[config.mk]
export PLATFORM = sky130hd
export DESIGN_NAME = dual_phase_sequencer
export DESIGN_NICKNAME = d
export VERILOG_FILES = /design/src/rtl/dual_phase_sequencer.sv
export SDC_FILE = /design/constraint.sdc
export NUM_CORES = 1
export LEC_CHECK = 0
export ABC_AREA = 1
export CAP_MARGIN = 20
export CORE_UTILIZATION = 56
export DETAILED_ROUTE_END_ITERATION = 8
export HOLD_SLACK_MARGIN = 0.02
export PLACE_DENSITY = 0.78
export SKIP_CTS_REPAIR_TIMING = 1
export SYNTH_ARGS = -nofsm -noshare
export SYNTH_HDL_FRONTEND = slang
export SYNTH_SLANG_ARGS = --single-unit
[constraint.sdc]
create_clock -name clk -period 3.5 [get_ports clk]
set_input_delay 0.525 -clock clk [delete_from_list [all_inputs] [get_ports clk]]
set_output_delay 0.525 -clock clk [all_outputs]
set_load 0.005 [all_outputs]
[src/rtl/dual_phase_sequencer.sv]
// Start/done sequencer driving two overlapping phase enables a/b from per-run latched lengths/offset.
// Outputs are Moore-decoded from state/cnt; SEQ_OVERRUN_EN adds a sticky overrun flag for rises during a run.
module dual_phase_sequencer #(
  parameter int CW       = 4,
  parameter bit RST_IDLE = 1'b1
) (
  input  logic          clk,
  input  logic          rst,
  input  logic          start,
  input  logic          abort,
  input  logic [CW-1:0] a_len,
  input  logic [CW-1:0] b_ofs,
  input  logic [CW-1:0] b_len,
  output logic          a,
  output logic          b,
  output logic          busy,
  output logic          done,
  output logic          overrun
);

  typedef enum logic [1:0] {
    S_IDLE = 2'd0,
    S_RUN  = 2'd1,
    S_DONE = 2'd2
  } state_t;

  localparam logic [CW:0] CNT_ONE = {{CW{1'b0}}, 1'b1};

  state_t        r_state;
  state_t        w_state_nxt;
  logic [CW:0]   r_cnt;
  logic [CW:0]   w_cnt_nxt;
  logic [CW-1:0] r_a_len;
  logic [CW-1:0] r_b_ofs;
  logic [CW-1:0] r_b_len;
  logic          r_start_q;

  logic          w_rst;
  logic          w_rise;
  logic          w_accept;
  logic [CW:0]   w_b_end_in;
  logic [CW:0]   w_t_in;
  logic [CW:0]   w_b_end;
  logic [CW:0]   w_t_run;

  assign w_rst  = rst & RST_IDLE;
  assign w_rise = start & ~r_start_q;

  // Run length is one bit wider than the config so b_ofs+b_len never wraps.
  assign w_b_end_in = {1'b0, b_ofs} + {1'b0, b_len};
  assign w_t_in     = ({1'b0, a_len} > w_b_end_in) ? {1'b0, a_len} : w_b_end_in;
  assign w_b_end    = {1'b0, r_b_ofs} + {1'b0, r_b_len};
  assign w_t_run    = ({1'b0, r_a_len} > w_b_end) ? {1'b0, r_a_len} : w_b_end;

  always_comb begin
    w_state_nxt = r_state;
    w_cnt_nxt   = r_cnt;
    w_accept    = 1'b0;
    case (r_state)
      S_IDLE: begin
        if (w_rise) begin
          w_accept = 1'b1;
        end
      end
      S_RUN: begin
        if (abort) begin
          w_state_nxt = S_IDLE;
          w_cnt_nxt   = '0;
        end else if (r_cnt == (w_t_run - CNT_ONE)) begin
          w_state_nxt = S_DONE;
          w_cnt_nxt   = '0;
        end else begin
          w_cnt_nxt = r_cnt + CNT_ONE;
        end
      end
      S_DONE: begin
        if (abort) begin
          w_state_nxt = S_IDLE;
        end else if (w_rise) begin
          w_accept = 1'b1;
        end else begin
          w_state_nxt = S_IDLE;
        end
        w_cnt_nxt = '0;
      end
      default: begin
        w_state_nxt = S_IDLE;
        w_cnt_nxt   = '0;
      end
    endcase
    // A zero-length run has nothing to enable, so it completes immediately.
    if (w_accept) begin
      w_cnt_nxt   = '0;
      w_state_nxt = (w_t_in == '0) ? S_DONE : S_RUN;
    end
  end

  always_ff @(posedge clk) begin
    if (w_rst) begin
      r_state   <= S_IDLE;
      r_cnt     <= '0;
      r_start_q <= 1'b0;
      r_a_len   <= '0;
      r_b_ofs   <= '0;
      r_b_len   <= '0;
    end else begin
      r_state   <= w_state_nxt;
      r_cnt     <= w_cnt_nxt;
      r_start_q <= start;
      if (w_accept) begin
        r_a_len <= a_len;
        r_b_ofs <= b_ofs;
        r_b_len <= b_len;
      end
    end
  end

  assign a    = (r_state == S_RUN) && (r_cnt < {1'b0, r_a_len});
  assign b    = (r_state == S_RUN) && (r_cnt >= {1'b0, r_b_ofs}) && (r_cnt < w_b_end);
  assign busy = (r_state == S_RUN);
  assign done = (r_state == S_DONE);

`ifdef SEQ_OVERRUN_EN
  logic r_overrun;

  always_ff @(posedge clk) begin
    if (w_rst) begin
      r_overrun <= 1'b0;
    end else if ((r_state == S_RUN) && w_rise) begin
      r_overrun <= 1'b1;
    end
  end

  assign overrun = r_overrun;
`else
  assign overrun = 1'b0;
`endif

endmodule
==> out/qor.csv, run 1 <==
stage,metric,value,unit
floorplanning,Die W,59.3,um
final_layout,Final #Nets,322,
min_path,cell count of the worst hold path,2,
power_and_ir_drop,pwr dens,401,nW/um^2
timing,Final period util,0.926,
worst_setup_path,WP data required,3750,ps
grt,gr usage total,0.240,
worst_setup_path,worst reg2reg path depth,21,
synthesis,Post-synth EDFFs,0,
worst_setup_path,"Largest delay share family, worst path",adder cells,
grt,largest net degree at the start of global routing,19,
timing,Tmin final,3240,ps
clocking,CTS H-Tree Depth,1,
grt,antenna violations before repair,0,
placement,port bufs,19,
final_layout,P&R area growth vs syn,13.9,%
worst_setup_path,Crit Path Max Fanout,5,
timing,Final Hold Viols,0,
synthesis,Synth Warn #,0,
synthesis,Post-Synth XOR/XNOR Area,0.0421,
clocking,CTS tree,done,
floorplanning,Core Region,3080,sq um
placement,DP Wirelength,3.11,mm
routing,Routed Antenna Nets,0,
timing,RSZ-0062 raised after global routing,false,
timing,fmax,0.309,GHz
clocking,register clock-pin slew on the reported worst setup and hold paths,110,ps
worst_setup_path,CP max stage cell,fa_1,
synthesis,Most used DFF post-synth,dfxtp_1,
final_layout,share of cells above drive strength 1,0.105,
status,status,"complete, no violations",
synthesis,Compound-Gate Fraction of Synth Area,0.160,
grt,first-pass GRT wire length,6.48,mm
routing,initial drt markers,82,
floorplanning,IO Count,21,
synthesis,Syn Inst Count,260,
timing,Final setup violation count,0,
power_and_ir_drop,leakage,0.00101,uW
synthesis,largest family of logic cells by synthesized area,simple AND/OR/NAND/NOR gates,
final_layout,fin area,2100,sq um
worst_setup_path,CP Depth,21,
worst_setup_path,Slowest Stage Delay on Critical Path,480,ps
worst_setup_path,crit path DAT,3490,ps
worst_setup_path,"Critical Path, Cell by Cell",ha_2 -> fa_1 -> inv_1 -> ha_1 -> inv_1 -> nor2_1 -> o21ai_0 -> nand2_1 -> inv_1 -> nand2_2 -> nand3_4 -> nand2_2 -> nand2_2 -> ha_2 -> xor2_1 -> nand3_2 -> nor2_2 -> nand3_2 -> nand2_4 -> o21ai_2 -> nor2_2,
routing,routed length per instance,11.7,um
floorplanning,# rows,20,
min_path,Hold Crit Class,register to register,
synthesis,Synth Area in Simple Gates,0.283,
worst_setup_path,Setup crit start kind,register,
clocking,total CTS buffers,3,
clocking,Max Root-Sink Buffers,2,
floorplanning,die area,3520,sq um
clocking,Clock Root Buffer,clkbuf_4,
grt,GR Overflow Total,0,
routing,final wirelength,3.77,mm
timing,Layout Skew,9.41,ps
synthesis,Syn Nets,303,
clocking,worst skew pair latency,300,ps
floorplanning,Initial Util,0.598,
synthesis,register area share after synthesis,0.218,
synthesis,synth unique cells,38,
floorplanning,chip height,59.3,um
synthesis,Post-Syn Area,1840,sq um
clocking,clk sink count,20,
final_layout,# diodes,0,
timing,setup TNS,0,ps
grt,vias in the first global route,1551,
synthesis,fraction of registers with async set or reset after synthesis,0,
worst_setup_path,Crit Path Category,register to register,
worst_setup_path,Buf/Inv on CP,3,
routing,via count,1689,
routing,drt pass-1 iters,4,
placement,placed cell areas,2060,sq um
routing,drt drc,0,
worst_setup_path,CP endpoint kind,register,
synthesis,post-synthesis mux area share,0,
synthesis,Seq cells post-synth,20,
synthesis,Adder-Cell Fraction of Synth Area,0.192,
power_and_ir_drop,VDD IR max,0.226,mV
timing,Final Max Slew Viols,0,
placement,Placer Congestion,0.808,
routing,vias per cell,5.26,
timing,Hold Slack,518,ps
run,maxcap violations,0,
synthesis,"Avg Cell Area, Syn",7.08,sq um
-- layer usage --
| layer | vias to the layer above | track usage | routed length, um | share of wire |
|---|---|---|---|---|
| li1 | 895 | - | - | - |
| met1 | 757 | 0.324 | 1930 | 0.51 |
| met2 | 29 | 0.392 | 1680 | 0.45 |
| met3 | 8 | 0.0197 | 63 | 0.017 |
| met4 | 0 | 0.102 | 93 | 0.025 |
| met5 | - | 0 | 0 | 0 |
-- final cells by class --
class	instances	area, sq um
clock buffers	3	22.5
flip-flops and latches	20	400
multi-input cells	191	1260
inverters	44	165
fillers	294	981
well taps	44	55.1
repair buffers	19	193
-- layout by cell type, fill, tap and decap left out, types with 3 or more instances in the layout --
master,netlist,layout
a21oi_1,17,17
clkbuf_4,0,3
clkdlybuf4s50_1,0,18
dfxtp_1,20,20
ha_1,25,23
inv_1,42,42
nand2_1,32,32
nand2_2,8,7
nand2_4,3,4
nand3_1,23,23
nand3_2,3,3
nand4_1,3,3
nor2_1,25,25
o21ai_0,19,19
o21bai_1,3,3
xor2_1,6,6
-- through the flow --
stage / worst slack (ps) / util / power [uW] / instances
after detailed placement: 250 / 0.670 / 732 / 318
after CTS: 95.6 / 0.677 / 837 / 321
after global placement: 296 / 0.670 / 720 / 318
after floorplan: 523 / - / 630 / 260
after global routing: 33.8 / 0.681 / 914 / 321
final: 260 / 0.681 / 840 / 321
-- synthesized netlist by cell type, types with 2 or more instances --
library cell,instances,share of area
nor2_2,2,0.0068
a31oi_1,2,0.0068
nand3_2,3,0.016
o21ai_0,19,0.052
nor2_1,25,0.051
a21oi_1,17,0.046
clkbuf_1,3,0.0061
ha_1,25,0.17
nand2_4,3,0.018
nand4_1,3,0.010
inv_1,42,0.086
nand2_1,32,0.065
nand3_1,23,0.063
dfxtp_1,20,0.22
fa_1,2,0.022
xor2_1,6,0.029
inv_2,2,0.0041
nand2_2,8,0.027
o21ai_2,2,0.0095
o21bai_1,3,0.012
-- registers in the layout (all words and copies together), names as in the netlist --
name,flops
r_a_len,4
r_b_len,4
r_b_ofs,4
r_cnt,5
r_start_q,1
r_state,2
-- tightest hold or removal path, cell delays in order, from the launching register on --
cell and delay, ps:
dfxtp_1 320, inv_1 90, a21oi_1 70
-- cell families (layout without fill, tap and decap cells) --
group	count (synthesis)	after routing
xor gates and xnor gates	8	8
DFF	20	20
and+or+nand+nor	104	104
buffers and inverters	49	66
other	1	1
AOI/OAI and AO/OA	51	51
adders and majority gates	27	27
-- power breakdown --
group,switching (uW),leakage [uW],internal (uW)
logic,288,0.000828,186
registers,14.1,0.000164,245
clock network,66.9,0.0000138,40.2
total,369,0.00101,471
-- path summary, 6_finish.rpt --
path | from | to | slack [ps]
max | r_b_ofs[0]$_SDFFE_PP0P_ | r_state[1]$_SDFFE_PP0P_ | 260
min | r_b_ofs[2]$_SDFFE_PP0P_ | r_b_ofs[2]$_SDFFE_PP0P_ | 520
max reg2reg | r_b_ofs[0]$_SDFFE_PP0P_ | r_state[1]$_SDFFE_PP0P_ | 260
min reg2reg | r_b_ofs[2]$_SDFFE_PP0P_ | r_b_ofs[2]$_SDFFE_PP0P_ | 520
(Power assumes the default switching activity.)
==> run 2, diff against run 1 <==
TNS_END_PERCENT = 5   (was default)
clock period = 3.3 ns   (was 3.5 ns; I/O delays follow)
==> out/qor.csv, run 2 (synthesis results as in run 1) <==
stage,metric,value,unit
status,status,"complete, no violations",
floorplanning,chip height,59.3,um
timing,Final Max Slew Viols,0,
final_layout,max reg flops,5,
floorplanning,Initial Util,0.598,
floorplanning,# rows,20,
clocking,register clock-pin slew on the reported worst setup and hold paths,110,ps
floorplanning,IO Count,21,
clocking,clk sink count,20,
clocking,CTS tree,done,
final_layout,# diodes,0,
power_and_ir_drop,switching part of the total power,0.430,
timing,Final setup violation count,0,
final_layout,P&R area growth vs syn,14.5,%
worst_setup_path,Crit Path Category,register to register,
grt,vias in the first global route,1565,
power_and_ir_drop,leakage,0.00102,uW
grt,first-pass GRT wire length,6.61,mm
worst_setup_path,Setup crit start kind,register,
final_layout,Final #Nets,323,
timing,fmax,0.313,GHz
routing,drt drc,0,
routing,vias per cell,5.24,
worst_setup_path,Slowest Stage Delay on Critical Path,500,ps
worst_setup_path,Worst setup startpoint,r_b_ofs[0]$_SDFFE_PP0P_,
final_layout,"commonest non-fill, non-tap cells in the layout","inv_1 (42), nand2_1 (32), nor2_1 (25), ha_1 (25), nand3_1 (23)",
routing,drt pass-1 iters,4,
worst_setup_path,"Largest delay share family, worst path",adder cells,
worst_setup_path,Buf/Inv on CP,3,
placement,Placer Congestion,0.839,
clocking,worst skew pair latency,300,ps
worst_setup_path,CP endpoint kind,register,
worst_setup_path,crit path DAT,3450,ps
worst_setup_path,CP dominant cell by count,nand2_2,
power_and_ir_drop,P_sw,392,uW
min_path,HP Start,r_b_ofs[2]$_SDFFE_PP0P_,
timing,PnR worst setup slack,103,ps
floorplanning,Core Region,3080,sq um
clocking,total CTS buffers,3,
final_layout,share of cells above drive strength 1,0.104,
routing,via count,1693,
worst_setup_path,origin of the critical flop-to-flop path,r_b_ofs[0]$_SDFFE_PP0P_,
timing,Layout Skew,1.69,ps
routing,initial drt markers,75,
power_and_ir_drop,Comb pwr share,0.542,
worst_setup_path,Crit Path Max Fanout,5,
final_layout,Util after Layout,0.685,
power_and_ir_drop,pwr dens,433,nW/um^2
run,maxcap violations,0,
timing,Tmin final,3200,ps
power_and_ir_drop,internal power,521,uW
floorplanning,die area,3520,sq um
final_layout,"commonest non-fill, non-tap cell in the layout",inv_1,
routing,Routed Antenna Nets,0,
clocking,CTS H-Tree Depth,1,
grt,largest net degree at the start of global routing,19,
worst_setup_path,WP data required,3550,ps
placement,pre-CTS setup slack,69.0,ps
grt,antenna violations before repair,0,
final_layout,Top reg by flops,r_cnt,
grt,GR Overflow Total,0,
timing,Final period util,0.969,
grt,gr usage total,0.245,
routing,final wirelength,3.75,mm
placement,port bufs,19,
power_and_ir_drop,Clock Power Share,0.157,
timing,RSZ-0062 raised after global routing,true,
worst_setup_path,"Critical Path, Cell by Cell",ha_1 -> fa_1 -> inv_1 -> ha_1 -> inv_1 -> nor2_1 -> o21ai_0 -> nand2_1 -> inv_1 -> nand2_2 -> nand3_4 -> nand2_2 -> nand2_2 -> ha_1 -> xor2_1 -> nand3_2 -> nor2_2 -> nand3_2 -> nand2_2 -> o21ai_2 -> nor2_2,
placement,DP Wirelength,3.15,mm
worst_setup_path,CP max stage cell,fa_1,
min_path,Hold Crit Class,register to register,
power_and_ir_drop,VDD IR max,0.234,mV
routing,routed length per instance,11.6,um
power_and_ir_drop,Flop pwr share,0.301,
clocking,Max Root-Sink Buffers,2,
timing,Final Hold Viols,0,
clocking,Clock Root Buffer,clkbuf_4,
floorplanning,Die W,59.3,um
==> run 2: changes by cell type in the layout (fill, tap and decap cells not counted) <==
cell	delta
nand2_2	+1
ha_2	-2
nand2_4	-1
clkbuf_8	+1
buf_4	+1
ha_1	+2
==> run 2: path summary, 6_finish.rpt <==
kind	to	cells past startpoint	slack (ps)
min reg2reg	r_b_ofs[2]$_SDFFE_PP0P_	2	530
max	r_state[1]$_SDFFE_PP0P_	21	100
min	r_b_ofs[2]$_SDFFE_PP0P_	2	530
max reg2reg	r_state[1]$_SDFFE_PP0P_	21	100
==> run 2: metrics by stage <==
step,hold WS (ps),cells,instance area [sq um],TNS (ps),total power (uW)
final,528,323,2110,0,913
after global routing,557,323,2110,-1100,997
after CTS,532,323,2110,-120,917
after detailed placement,515,319,2070,0,778
after global placement,508,319,2070,0,765
after floorplan,451,260,1840,0,669
==> run 2: worst register-to-register path, stage by stage, from the launching register on <==
cell and delay, ps:
dfxtp_1 330, ha_1 230, fa_1 500, inv_1 70
ha_1 290, inv_1 40, nor2_1 70, o21ai_0 80
nand2_1 60, inv_1 40, nand2_2 110, nand3_4 130
nand2_2 90, nand2_2 80, ha_1 310, xor2_1 160
nand3_2 90, nor2_2 110, nand3_2 110, nand2_2 120
o21ai_2 70, nor2_2 70
==> run 2: per-layer routing <==
| metal | up-vias | GRT usage | wire, um |
|---|---|---|---|
| met5 | - | 0 | 0 |
| met4 | 0 | 0.109 | 82 |
| met3 | 8 | 0.0218 | 69 |
| met2 | 31 | 0.398 | 1750 |
| met1 | 754 | 0.330 | 1850 |
| li1 | 900 | - | - |
==> run 2: cell type report <==
class	count	area (sq um)
Clock buffer	4	36.3
Fill cell	301	970
Inverter	44	165
Multi-Input combinational cell	191	1250
Sequential cell	20	400
Tap cell	44	55.1
Timing Repair Buffer	20	200
==> run 2: power groups by stage <==
stage          clock network [uW]  registers (uW)  logic (uW)
2_1_floorplan                   0             276         393
3_3_place_gp                    0             280         485
3_5_place_dp                    0             280         498
4_1_cts                       143             274         500
5_1_grt                       153             277         567
6_report                      143             275         495
